===== src/rtl/traffic_intersection_ctrl.sv =====
// Demand-responsive round-robin signal controller for NUM_DIRS conflicting approaches.
// Optional pedestrian walk phase is compiled in when TRAFFIC_PED_WALK_EN is defined.
module traffic_intersection_ctrl #(
  parameter int NUM_DIRS      = 4,
  parameter int DIR_W         = 2,
  parameter int GREEN_CYCLES  = 20,
  parameter int YELLOW_CYCLES = 4,
  parameter int ALLRED_CYCLES = 2,
  parameter int CNT_W         = 8
`ifdef TRAFFIC_PED_WALK_EN
  , parameter int WALK_CYCLES = 10
`endif
) (
  input  logic                  clk,
  input  logic                  rst,
  input  logic [NUM_DIRS-1:0]   sensor,
`ifdef TRAFFIC_PED_WALK_EN
  input  logic                  ped_req,
  output logic                  walk,
`endif
  output logic [3*NUM_DIRS-1:0] lights,
  output logic [DIR_W-1:0]      active_dir,
  output logic [1:0]            phase
);

  typedef enum logic [1:0] {
    S_ALL_RED = 2'b00,
    S_GREEN   = 2'b01,
    S_YELLOW  = 2'b10,
    S_WALK    = 2'b11
  } state_t;

  localparam logic [CNT_W-1:0] C_GREEN_LD  = CNT_W'(GREEN_CYCLES - 1);
  localparam logic [CNT_W-1:0] C_YELLOW_LD = CNT_W'(YELLOW_CYCLES - 1);
  localparam logic [CNT_W-1:0] C_ALLRED_LD = CNT_W'(ALLRED_CYCLES - 1);
`ifdef TRAFFIC_PED_WALK_EN
  localparam logic [CNT_W-1:0] C_WALK_LD   = CNT_W'(WALK_CYCLES - 1);
`endif
  localparam logic [3*NUM_DIRS-1:0] C_ALL_RED_LIGHTS = {NUM_DIRS{3'b100}};

  state_t                r_state;
  logic [DIR_W-1:0]      r_dir;
  logic [CNT_W-1:0]      r_timer;
  logic [3*NUM_DIRS-1:0] r_lights;
  logic                  r_ped_pending;
  logic                  r_walk;

  state_t                w_state_nxt;
  logic [DIR_W-1:0]      w_dir_nxt;
  logic [CNT_W-1:0]      w_timer_nxt;
  logic [3*NUM_DIRS-1:0] w_lights_nxt;
  logic                  w_expired;
  logic [NUM_DIRS-1:0]   w_own_mask;
  logic                  w_other_req;
  logic                  w_own_req;
  logic                  w_ped_clr;
  logic                  w_ped_req;

  // First requesting approach after cur (cur itself last); cur+1 when nobody asks.
  function automatic logic [DIR_W-1:0] f_pick_next(input logic [DIR_W-1:0]    cur,
                                                   input logic [NUM_DIRS-1:0] req);
    logic [DIR_W-1:0] pick;
    logic             found;
    int               idx;
    idx = int'(cur) + 1;
    if (idx >= NUM_DIRS) idx = idx - NUM_DIRS;
    pick  = DIR_W'(idx);
    found = 1'b0;
    for (int k = 1; k <= NUM_DIRS; k++) begin
      idx = int'(cur) + k;
      if (idx >= NUM_DIRS) idx = idx - NUM_DIRS;
      if (!found && req[idx[DIR_W-1:0]]) begin
        pick  = DIR_W'(idx);
        found = 1'b1;
      end
    end
    return pick;
  endfunction

`ifdef TRAFFIC_PED_WALK_EN
  assign w_ped_req = r_ped_pending;
`else
  assign w_ped_req = 1'b0;
`endif

  assign w_expired   = (r_timer == CNT_W'(0));
  assign w_own_mask  = {{(NUM_DIRS-1){1'b0}}, 1'b1} << r_dir;
  assign w_other_req = |(sensor & ~w_own_mask);
  assign w_own_req   = |(sensor & w_own_mask);

  // Next-state, next-direction and phase-timer selection.
  always_comb begin
    w_state_nxt = r_state;
    w_dir_nxt   = r_dir;
    w_timer_nxt = r_timer;
    w_ped_clr   = 1'b0;
    case (r_state)
      S_ALL_RED: begin
        if (!w_expired) begin
          w_timer_nxt = r_timer - CNT_W'(1);
        end else if (w_ped_req) begin
`ifdef TRAFFIC_PED_WALK_EN
          w_state_nxt = S_WALK;
          w_timer_nxt = C_WALK_LD;
          w_ped_clr   = 1'b1;
`endif
        end else begin
          w_state_nxt = S_GREEN;
          w_dir_nxt   = f_pick_next(r_dir, sensor);
          w_timer_nxt = C_GREEN_LD;
        end
      end
      S_GREEN: begin
        if (!w_expired) begin
          w_timer_nxt = r_timer - CNT_W'(1);
        end else if (w_other_req || w_ped_req) begin
          w_state_nxt = S_YELLOW;
          w_timer_nxt = C_YELLOW_LD;
        end else if (w_own_req) begin
          w_timer_nxt = C_GREEN_LD;
        end else begin
          w_state_nxt = S_YELLOW;
          w_timer_nxt = C_YELLOW_LD;
        end
      end
      S_YELLOW: begin
        if (!w_expired) begin
          w_timer_nxt = r_timer - CNT_W'(1);
        end else begin
          w_state_nxt = S_ALL_RED;
          w_timer_nxt = C_ALLRED_LD;
        end
      end
`ifdef TRAFFIC_PED_WALK_EN
      S_WALK: begin
        if (!w_expired) begin
          w_timer_nxt = r_timer - CNT_W'(1);
        end else begin
          w_state_nxt = S_ALL_RED;
          w_timer_nxt = C_ALLRED_LD;
        end
      end
`endif
      default: begin
        w_state_nxt = S_ALL_RED;
        w_timer_nxt = C_ALLRED_LD;
      end
    endcase
  end

  // Lights decoded from the next state so they register alongside it.
  always_comb begin
    w_lights_nxt = C_ALL_RED_LIGHTS;
    for (int i = 0; i < NUM_DIRS; i++) begin
      if (w_dir_nxt == DIR_W'(i) && w_state_nxt == S_GREEN) begin
        w_lights_nxt[3*i +: 3] = 3'b001;
      end else if (w_dir_nxt == DIR_W'(i) && w_state_nxt == S_YELLOW) begin
        w_lights_nxt[3*i +: 3] = 3'b010;
      end else begin
        w_lights_nxt[3*i +: 3] = 3'b100;
      end
    end
  end

  // State, timer and registered outputs.
  always_ff @(posedge clk) begin
    if (rst) begin
      r_state       <= S_ALL_RED;
      r_dir         <= DIR_W'(NUM_DIRS - 1);
      r_timer       <= C_ALLRED_LD;
      r_lights      <= C_ALL_RED_LIGHTS;
      r_ped_pending <= 1'b0;
      r_walk        <= 1'b0;
    end else begin
      r_state  <= w_state_nxt;
      r_dir    <= w_dir_nxt;
      r_timer  <= w_timer_nxt;
      r_lights <= w_lights_nxt;
      r_walk   <= (w_state_nxt == S_WALK);
`ifdef TRAFFIC_PED_WALK_EN
      r_ped_pending <= w_ped_clr ? 1'b0 : (r_ped_pending | ped_req);
`else
      r_ped_pending <= 1'b0;
`endif
    end
  end

  assign lights     = r_lights;
  assign active_dir = r_dir;
  assign phase      = r_state;
`ifdef TRAFFIC_PED_WALK_EN
  assign walk       = r_walk;
`endif

endmodule


===== config.mk =====
export PLATFORM = sky130hd
export DESIGN_NAME = traffic_intersection_ctrl
export DESIGN_NICKNAME = d
export VERILOG_FILES = /design/src/rtl/traffic_intersection_ctrl.sv
export SDC_FILE = /design/constraint.sdc
export NUM_CORES = 1
export LEC_CHECK = 0
export CORE_ASPECT_RATIO = 1.4
export CORE_MARGIN = 4
export CORE_UTILIZATION = 46
export DETAILED_ROUTE_END_ITERATION = 12
export PLACE_DENSITY = 0.74
export SLEW_MARGIN = 20
export SYNTH_ARGS = -nofsm -noshare
export SYNTH_HDL_FRONTEND = slang
export SYNTH_SLANG_ARGS = --single-unit

===== constraint.sdc =====
create_clock -name clk -period 2.4 [get_ports clk]
set_input_delay 0.6 -clock clk [delete_from_list [all_inputs] [get_ports clk]]
set_output_delay 0.6 -clock clk [all_outputs]
set_load 0.05 [all_outputs]

==> run summary, run 1 <==
The flop and latch count out of synthesis came out at 24. The vias per cell is ~5.3. The floorplan step defined a die boundary enclosing around 3700 µm².

The class of the worst hold path is register to register. The share of the yosys chip area belonging to registers is 0.377. In the post-synthesis netlist, the cell with the most instances is sky130_fd_sc_hd__dfxtp_1.

The number of antenna violations at the first check in global routing is 0. The latest clock arrival within the worst-skew pair came out at about 0.30 ns. The max-cap check violation count is 0. The worst slew margin relative to its limit is 0.659. The total iterations of the first detailed-routing run is 4. In this run the number of H-tree levels came out at 1. The final standard cell count with taps included and fillers excluded is 219. The effective utilization at floorplan is 0.482. The final-report setup violation count is 0. The global placement routability congestion is 0.875. After technology mapping, the gate count stands at between 100 and 150. The max-slew violation count came to 0. The largest single stage delay on the critical path is 0.48 ns. The detail route stage leaves a number of antenna-violating nets equal to 0.

The total power is between 2 and 2.5 mW. The number of sinks driven by the clock tree came out at 24. The total I/O pin count came out at 22. The clock buffer count from CTS is 3. The die extent in x is between 50 and 60 µm. The highest achievable clock rate came out at about 420 MHz.

The number of placed instances, taps included, is approximately 210. The Yosys step of the flow raised 0 warnings. The commonest cells after synthesis are 24 x sky130_fd_sc_hd__dfxtp_1, 16 x sky130_fd_sc_hd__nor2_1, 10 x sky130_fd_sc_hd__inv_1. The final hold violation count is 0. The final critical-path share of the clock period is 0.983.

The count of distinct cell types in the synthesized netlist came out at 50. For this run, the total global-route usage over all layers was measured as 0.173. The count of flip-flops with a built-in enable after synthesis came out at 0. The TritonCTS clock tree is yes. The least setup slack across all paths after layout is 0.0400 ns.

The global-route wire length before repair is ~5000 µm. Counting every net in the synthesized netlist gives approximately 150. The number of buffers inserted by port buffering came out at 21. The detailed router finished its first iteration with 15 violations.

The minimum period implied by the final worst setup slack is around 2.4 ns. For this run, the share of the core covered by cells in the final layout is 0.683. The HPWL after detailed placement is around 2300 µm. Global routing finished with a remaining overflow of 0.

The critical path required time is 2.64 ns. The worst path arrival time is around 2.6 ns. The largest net degree at the start of global routing came out at 14.

The most used flip-flop cell after synthesis is sky130_fd_sc_hd__dfxtp_1. Summing every instance area after synthesis gives 1270 µm². The count of antenna diodes in the layout came out at 0.

The final worst clock skew is approximately 0.0036 ns. At the pin with the least slew margin, the transition time is ~0.51 ns. The via count of the routed design came out at 1155. Walking the worst path, the cells encountered are inv_2 -> ha_4 -> or4b_4 -> nor4_4 -> buf_4 -> buf_6 -> o31a_4 -> buf_6 -> nand3b_1 -> a21o_1 -> nor2_1. STA classifies the critical path endpoint as a register. Yosys attributes the largest share of cell area to sky130_fd_sc_hd__dfxtp_1 38%, sky130_fd_sc_hd__ha_1 4.9%, sky130_fd_sc_hd__nor2_1 4.7%. The area of the core region is roughly 2600 µm².

The routed wirelength normalized by instance count came out at roughly 14 µm. The number of global-route vias before repair came to about 1200. After detailed routing, the number of remaining DRC violations is 0. The most used cell along the critical path is sky130_fd_sc_hd__buf_6. The worst setup path is launched from a register. The clock tree root driver cell is sky130_fd_sc_hd__clkbuf_4. For the final routed database, the setup TNS stands at 0 ns. The ratio of cells with drive above 1 in the final layout came out at 0.301. The area overhead of the layout relative to synthesis came out at 41.7%.

The count of buffering cells on the critical path with inverters included came out at 4. For this design the ratio of total power to cell area is approximately 1300 nW/µm². Setup repair after global routing could not meet its margin everywhere. The clock edge transition at the registers on the reported setup and hold paths is ~0.11 ns. The post-place setup slack came out at -0.390 ns.

The final routed wirelength across all metal layers is just over 3000 µm. The maximum fanout along the worst path is 5. Averaged over all synthesized cells, the footprint is ~9.1 µm². The flow ran to the end, and the final reports show no timing, DRC or antenna violations. The largest individual stage delay along the critical path comes from the cell sky130_fd_sc_hd__or4b_4.

Summed over all instances, the cell type with the most area after synthesis is sky130_fd_sc_hd__dfxtp_1. The floorplan row count came out at 22. The buffer levels on the longest clock path is 2.

The async set or reset register ratio after synthesis came out at 0. The peak supply drop is ~0.99 mV. The cell leakage power is around 0.73 nW.

The critical path's top delay family is simple AND/OR/NAND/NOR gates. The die outline height came out at 70.3 µm. Of the post-synthesis cell area, the dominant cell type holds 0.377.

The type of the setup path with the least slack is register to register. In the final design database the tool counted approximately 200 nets. The number of buffers added to fix hold violations after cts is 0.
[per-stage QoR]
| stage | hold WS, ns | area (µm²) |
|---|---|---|
| after detailed placement | 0.414 | 1650 |
| after CTS | 0.442 | 1700 |
| final | 0.539 | 1810 |
| after global placement | 0.405 | 1650 |
| after floorplan | 0.382 | 1310 |
| after global routing | 0.558 | 1810 |
[what timing repair did]
item,in CTS,in global routing
pin swaps,0,7
endpoints found under the setup margin,9,15
buffers inserted,3,4
gates resized for setup,3,19
[report_power, final]
part           switching [mW]  internal [mW]
Combinational           0.791          0.739
Sequential              0.124          0.516
Clock                   0.103         0.0646
Total                    1.02           1.32
[logic make-up (layout without fill, tap and decap cells)]
logic type,count (synthesis),after routing,synth area share
AOI/OAI and AO/OA,29,29,0.170
and+or+nand+nor,57,57,0.262
DFF,24,24,0.377
adders and majority gates,5,5,0.0491
xor gates and xnor gates,3,3,0.0206
muxes,5,5,0.0599
buffers and inverters,17,60,0.0609
[registers in the layout, indices dropped and copies added, names as in the netlist]
| name | flops |
|---|---|
| active_dir | 2 |
| lights | 12 |
| phase | 2 |
| r_timer | 8 |
[path summary, 6_finish.rpt]
path | from | to | slack, ns | cells after the start
max | r_timer[1] | lights[4] | 0.04 | 11
min | r_timer[0] | r_timer[0] | 0.54 | 2
max reg2reg | r_timer[1] | lights[4] | 0.04 | 11
min reg2reg | r_timer[0] | r_timer[0] | 0.54 | 2
[placed cells by master, fill, tap and decap left out, types with 3 or more instances in the layout]
master / netlist / layout
sky130_fd_sc_hd__nor3b_1: 3 / 3
sky130_fd_sc_hd__clkdlybuf4s50_1: 0 / 17
sky130_fd_sc_hd__ha_1: 5 / 3
sky130_fd_sc_hd__nor3_1: 4 / 3
sky130_fd_sc_hd__inv_2: 0 / 3
sky130_fd_sc_hd__xnor2_1: 3 / 3
sky130_fd_sc_hd__nand2_1: 6 / 6
sky130_fd_sc_hd__dfxtp_1: 24 / 20
sky130_fd_sc_hd__nor2_1: 16 / 16
sky130_fd_sc_hd__clkbuf_4: 0 / 3
sky130_fd_sc_hd__a2bb2oi_2: 0 / 3
sky130_fd_sc_hd__nand3_1: 3 / 3
sky130_fd_sc_hd__inv_1: 10 / 7
sky130_fd_sc_hd__nand2b_1: 4 / 3
sky130_fd_sc_hd__buf_4: 0 / 22
sky130_fd_sc_hd__a21oi_1: 8 / 7
[worst min-delay path, stage by stage (launching register included)]
cell	delay, ns
sky130_fd_sc_hd__dfxtp_2	0.35
sky130_fd_sc_hd__buf_4	0.10
sky130_fd_sc_hd__nand3_1	0.05
[area by class of cell]
class	instances	area (µm²)
clock buffer	4	26.3
fill	233	837
inverter	11	41.3
multi-input combinational	99	802
sequential	24	490
tap	36	45.0
timing repair buffer	45	400
[layer usage]
layer  share of wire  vias to the layer above  track usage
li1                -                      589            -
met1            0.40                      550        0.196
met2            0.58                       14        0.320
met3           0.020                        2       0.0341
met4          0.0052                        0       0.0369
met5               0                        -            0
Power figures use the tool's default switching activity.
==> run 2, diff against run 1 <==
Settings changed: CORE_UTILIZATION 46 to 45, PLACE_DENSITY 0.74 to 0.72.
==> run summary, run 2 (synthesis gave the netlist of run 1 again) <==
The number of global-route vias before repair came to 1093 (-7.5%). The final worst clock skew is 0.00655 ns (+0.00294 ns). The number of stages on the worst hold path is 2 (unchanged). The max-cap check violation count is 0 (unchanged).

The total negative setup slack is 0 ns (unchanged). The effective utilization at floorplan was 0.477 (-0.00497). The number of fill cells in the layout is 226 (-3.0%). The number of sinks driven by the clock tree is 24 (unchanged). The worst slew margin relative to its limit came out at 0.658 (-0.00147). The total power was 2.43 mW (+3.8%). The critical path's largest stage delay came to 0.53 ns (+0.05 ns). The critical path required time came out at 2.62 ns (-0.02 ns).

The global placement routability congestion is 0.868 (-0.89%). The total I/O pin count was 22 (unchanged). The final non-filler cell area is 1780 µm² (-1.4%). The number of buffers inserted by port buffering came to 21 (unchanged). The cell leakage power came out at 0.716 nW (-2.4%). The flip-flop count of the largest register after layout came to 12 (unchanged).

STA classifies the critical path startpoint as an input pin. The routed wirelength normalized by instance count came to 14.0 µm (-0.20%). The final critical-path share of the clock period came to 0.996 (+0.0122). The die outline height is 71.0 µm (+0.98%). The detailed-route DRC error count came to 0 (unchanged). The number of cells traversed by the worst register-to-register path is 9 (-2). The switching share of total power came to 0.427 (-0.00823). The via count of the routed design came out at 1167 (+1.0%). In the layout the commonest cells are 20 x sky130_fd_sc_hd__dfxtp_1, 19 x sky130_fd_sc_hd__buf_4, 17 x sky130_fd_sc_hd__clkdlybuf4s50_1, 16 x sky130_fd_sc_hd__nor2_1. The final hold violation count is 0 (unchanged).

The maximum fanout along the worst path was 7 (+2). The minimum period implied by the final worst setup slack came out at 2.39 ns (+0.0292 ns). The least setup slack across all paths after layout came out at 0.0108 ns (-0.0292 ns).

The peak supply drop came to 0.628 mV (-37%). The power density over the cells is 1360 nW/µm² (+5.3%). The worst path arrival time came out at 2.61 ns (about the same). The clock edge transition at the registers on the reported setup and hold paths came to 0.13 ns (+0.02 ns).

The latest clock arrival within the worst-skew pair was 0.31 ns (about the same). The count of antenna-violating nets left after detailed routing is 0 (unchanged). The global-route wire length before repair came to 4700 µm (-6.5%). The total cell area at the placement stage came to 1640 µm² (-0.46%). The worst setup path is captured at a register. The setup slack on the worst flop-to-flop path is 0.06 ns (+0.02 ns). The largest net degree at the start of global routing is 15 (+1). The ratio of cells with drive above 1 in the final layout came out at 0.287 (-0.0140). The count of buffering cells on the critical path with inverters included came to 1 (-3).

The final-report setup violation count came to 0 (unchanged). The area of the die came out at 3760 µm² (+1.9%). The clock power share is 0.119 (+0.047). The highest achievable clock rate was 419 MHz (-1.2%).

The count of antenna diodes in the layout came out at 0 (unchanged). The endpoint identified for the worst register-to-register timing path is lights[0]. In this run the critical register-to-register path is launched from r_timer[1].

The floorplan row count is 22 (unchanged). The area of the core region is 2670 µm² (+1.0%). The path with the worst hold slack has its endpoint at r_timer[3]. The cell count after placement is 207 (-0.48%). The internal power component was 1.39 mW (+5.4%). The final standard cell count with taps included and fillers excluded came out at 214 (-2.3%). The clock buffer count from CTS is 3 (unchanged). The reported net switching power came out at 1.04 mW (+1.9%). From synthesis to final layout, the design area changed by 39.8%. The class of the worst hold path is register to register. The signal on the critical path passes through clkdlybuf4s50_1 -> mux4_2 -> a211o_1 -> a2bb2oi_1 -> and2_1 -> a22oi_1 -> nand2b_1. The sequential fraction of design power is 0.263 (-0.011). The startpoint of the worst hold path is r_timer[3].

The vias per cell is 5.45 (+3.4%). TritonCTS built the clock tree. The number of antenna violations at the first check in global routing came out at 0 (unchanged).

The die extent in x came out at 53.0 µm (+0.94%). The total iterations of the first detailed-routing run came out at 8 (+4). The final routed wirelength across all metal layers is 2990 µm (-2.5%). The slew of the pin with the lowest slew margin is 0.512 ns (+0.00219 ns).

The final-stage net count is 190 (-2.6%). The total global routing overflow came out at 0 (unchanged). The run finished with clean final reports. The register area came to 490 µm² (unchanged). The combinational share of power is 0.618 (-0.036).

On the critical path, the stage with the largest delay is an instance of sky130_fd_sc_hd__mux4_2. The area taken by multi-input logic gates is 800 µm² (-0.31%). The DRC violation total after the first TritonRoute iteration came out at 48 (+33). The cell sitting at the root of the clock tree is a sky130_fd_sc_hd__clkbuf_4. Setup repair after global routing could not meet its margin everywhere. The buffer levels on the longest clock path is 2 (unchanged).

The depth of the CTS H-tree came out at 1 (unchanged). The max-slew violation count is 0 (unchanged). The post-place setup slack came out at -0.386 ns (+0.00377 ns).

The estimated wirelength of the detail-placed design came to 2210 µm (-3.9%). Broken down by cell family, the worst path's largest delay share belongs to compound AO/OA/AOI/OAI gates. The worst setup path is of the input pin to register kind. The total global routing track utilization came out at 0.162 (-0.0110). The library cell used most frequently in the layout, excluding fill and tap cells, is sky130_fd_sc_hd__dfxtp_1.
==> run 2: per-layer routing <==
| metal | GRT usage | vias up | wire (µm) |
|---|---|---|---|
| met3 | 0.0168 | 7 | 89 |
| li1 | - | 580 | - |
| met5 | 0 | - | 0 |
| met2 | 0.302 | 21 | 1630 |
| met1 | 0.176 | 559 | 1210 |
| met4 | 0.0710 | 0 | 61 |
==> run 2: repair_timing <==
item / 4_1_cts / 5_1_grt
pin swaps: 0 / 8
hold buffers: 0 / 0
setup endpoints to repair: 10 / 13
setup buffers: 0 / 3
gates resized for setup: 7 / 12
==> run 2: final cells by class <==
cell class | instances | area share
Clock buffer | 3 | 0.0126
Clock inverter | 1 | 0.0169
Inverter | 11 | 0.0232
Multi-Input combinational cell | 99 | 0.449
Sequential cell | 24 | 0.275
Tap cell | 36 | 0.0253
Timing Repair Buffer | 40 | 0.197
==> run 2: worst max path at each step <==
stage / startpoint / cells after the start / endpoint
2_1_floorplan: active_dir[0] / 10 / lights[0]
3_3_place_gp: sensor[1] / 7 / lights[5]
3_5_place_dp: sensor[2] / 7 / lights[10]
4_1_cts: active_dir[0] / 2 / active_dir[0]
5_1_grt: r_timer[1] / 9 / lights[3]
6_report: sensor[3] / 7 / lights[5]
==> run 2: power groups by stage <==
stage	clock, mW	combinational, mW	sequential (mW)
after detailed placement	0	1.35	0.634
after CTS	0.292	1.39	0.629
after global placement	0	1.31	0.630
after floorplan	0	0.828	0.788
final	0.288	1.50	0.639
after global routing	0.307	1.61	0.655
==> run 2: tightest hold or removal path: stages, from the launching register on <==
cell,delay [ns]
sky130_fd_sc_hd__dfxtp_1,0.34
sky130_fd_sc_hd__o31ai_1,0.06
sky130_fd_sc_hd__a21oi_1,0.06
==> run 2: per-stage QoR <==
stage,hold slack [ns],util
4_1_cts,0.501,0.642
6_report,0.501,0.667
3_5_place_dp,0.480,0.614
2_1_floorplan,0.382,-
3_3_place_gp,0.479,0.614
5_1_grt,0.522,0.667
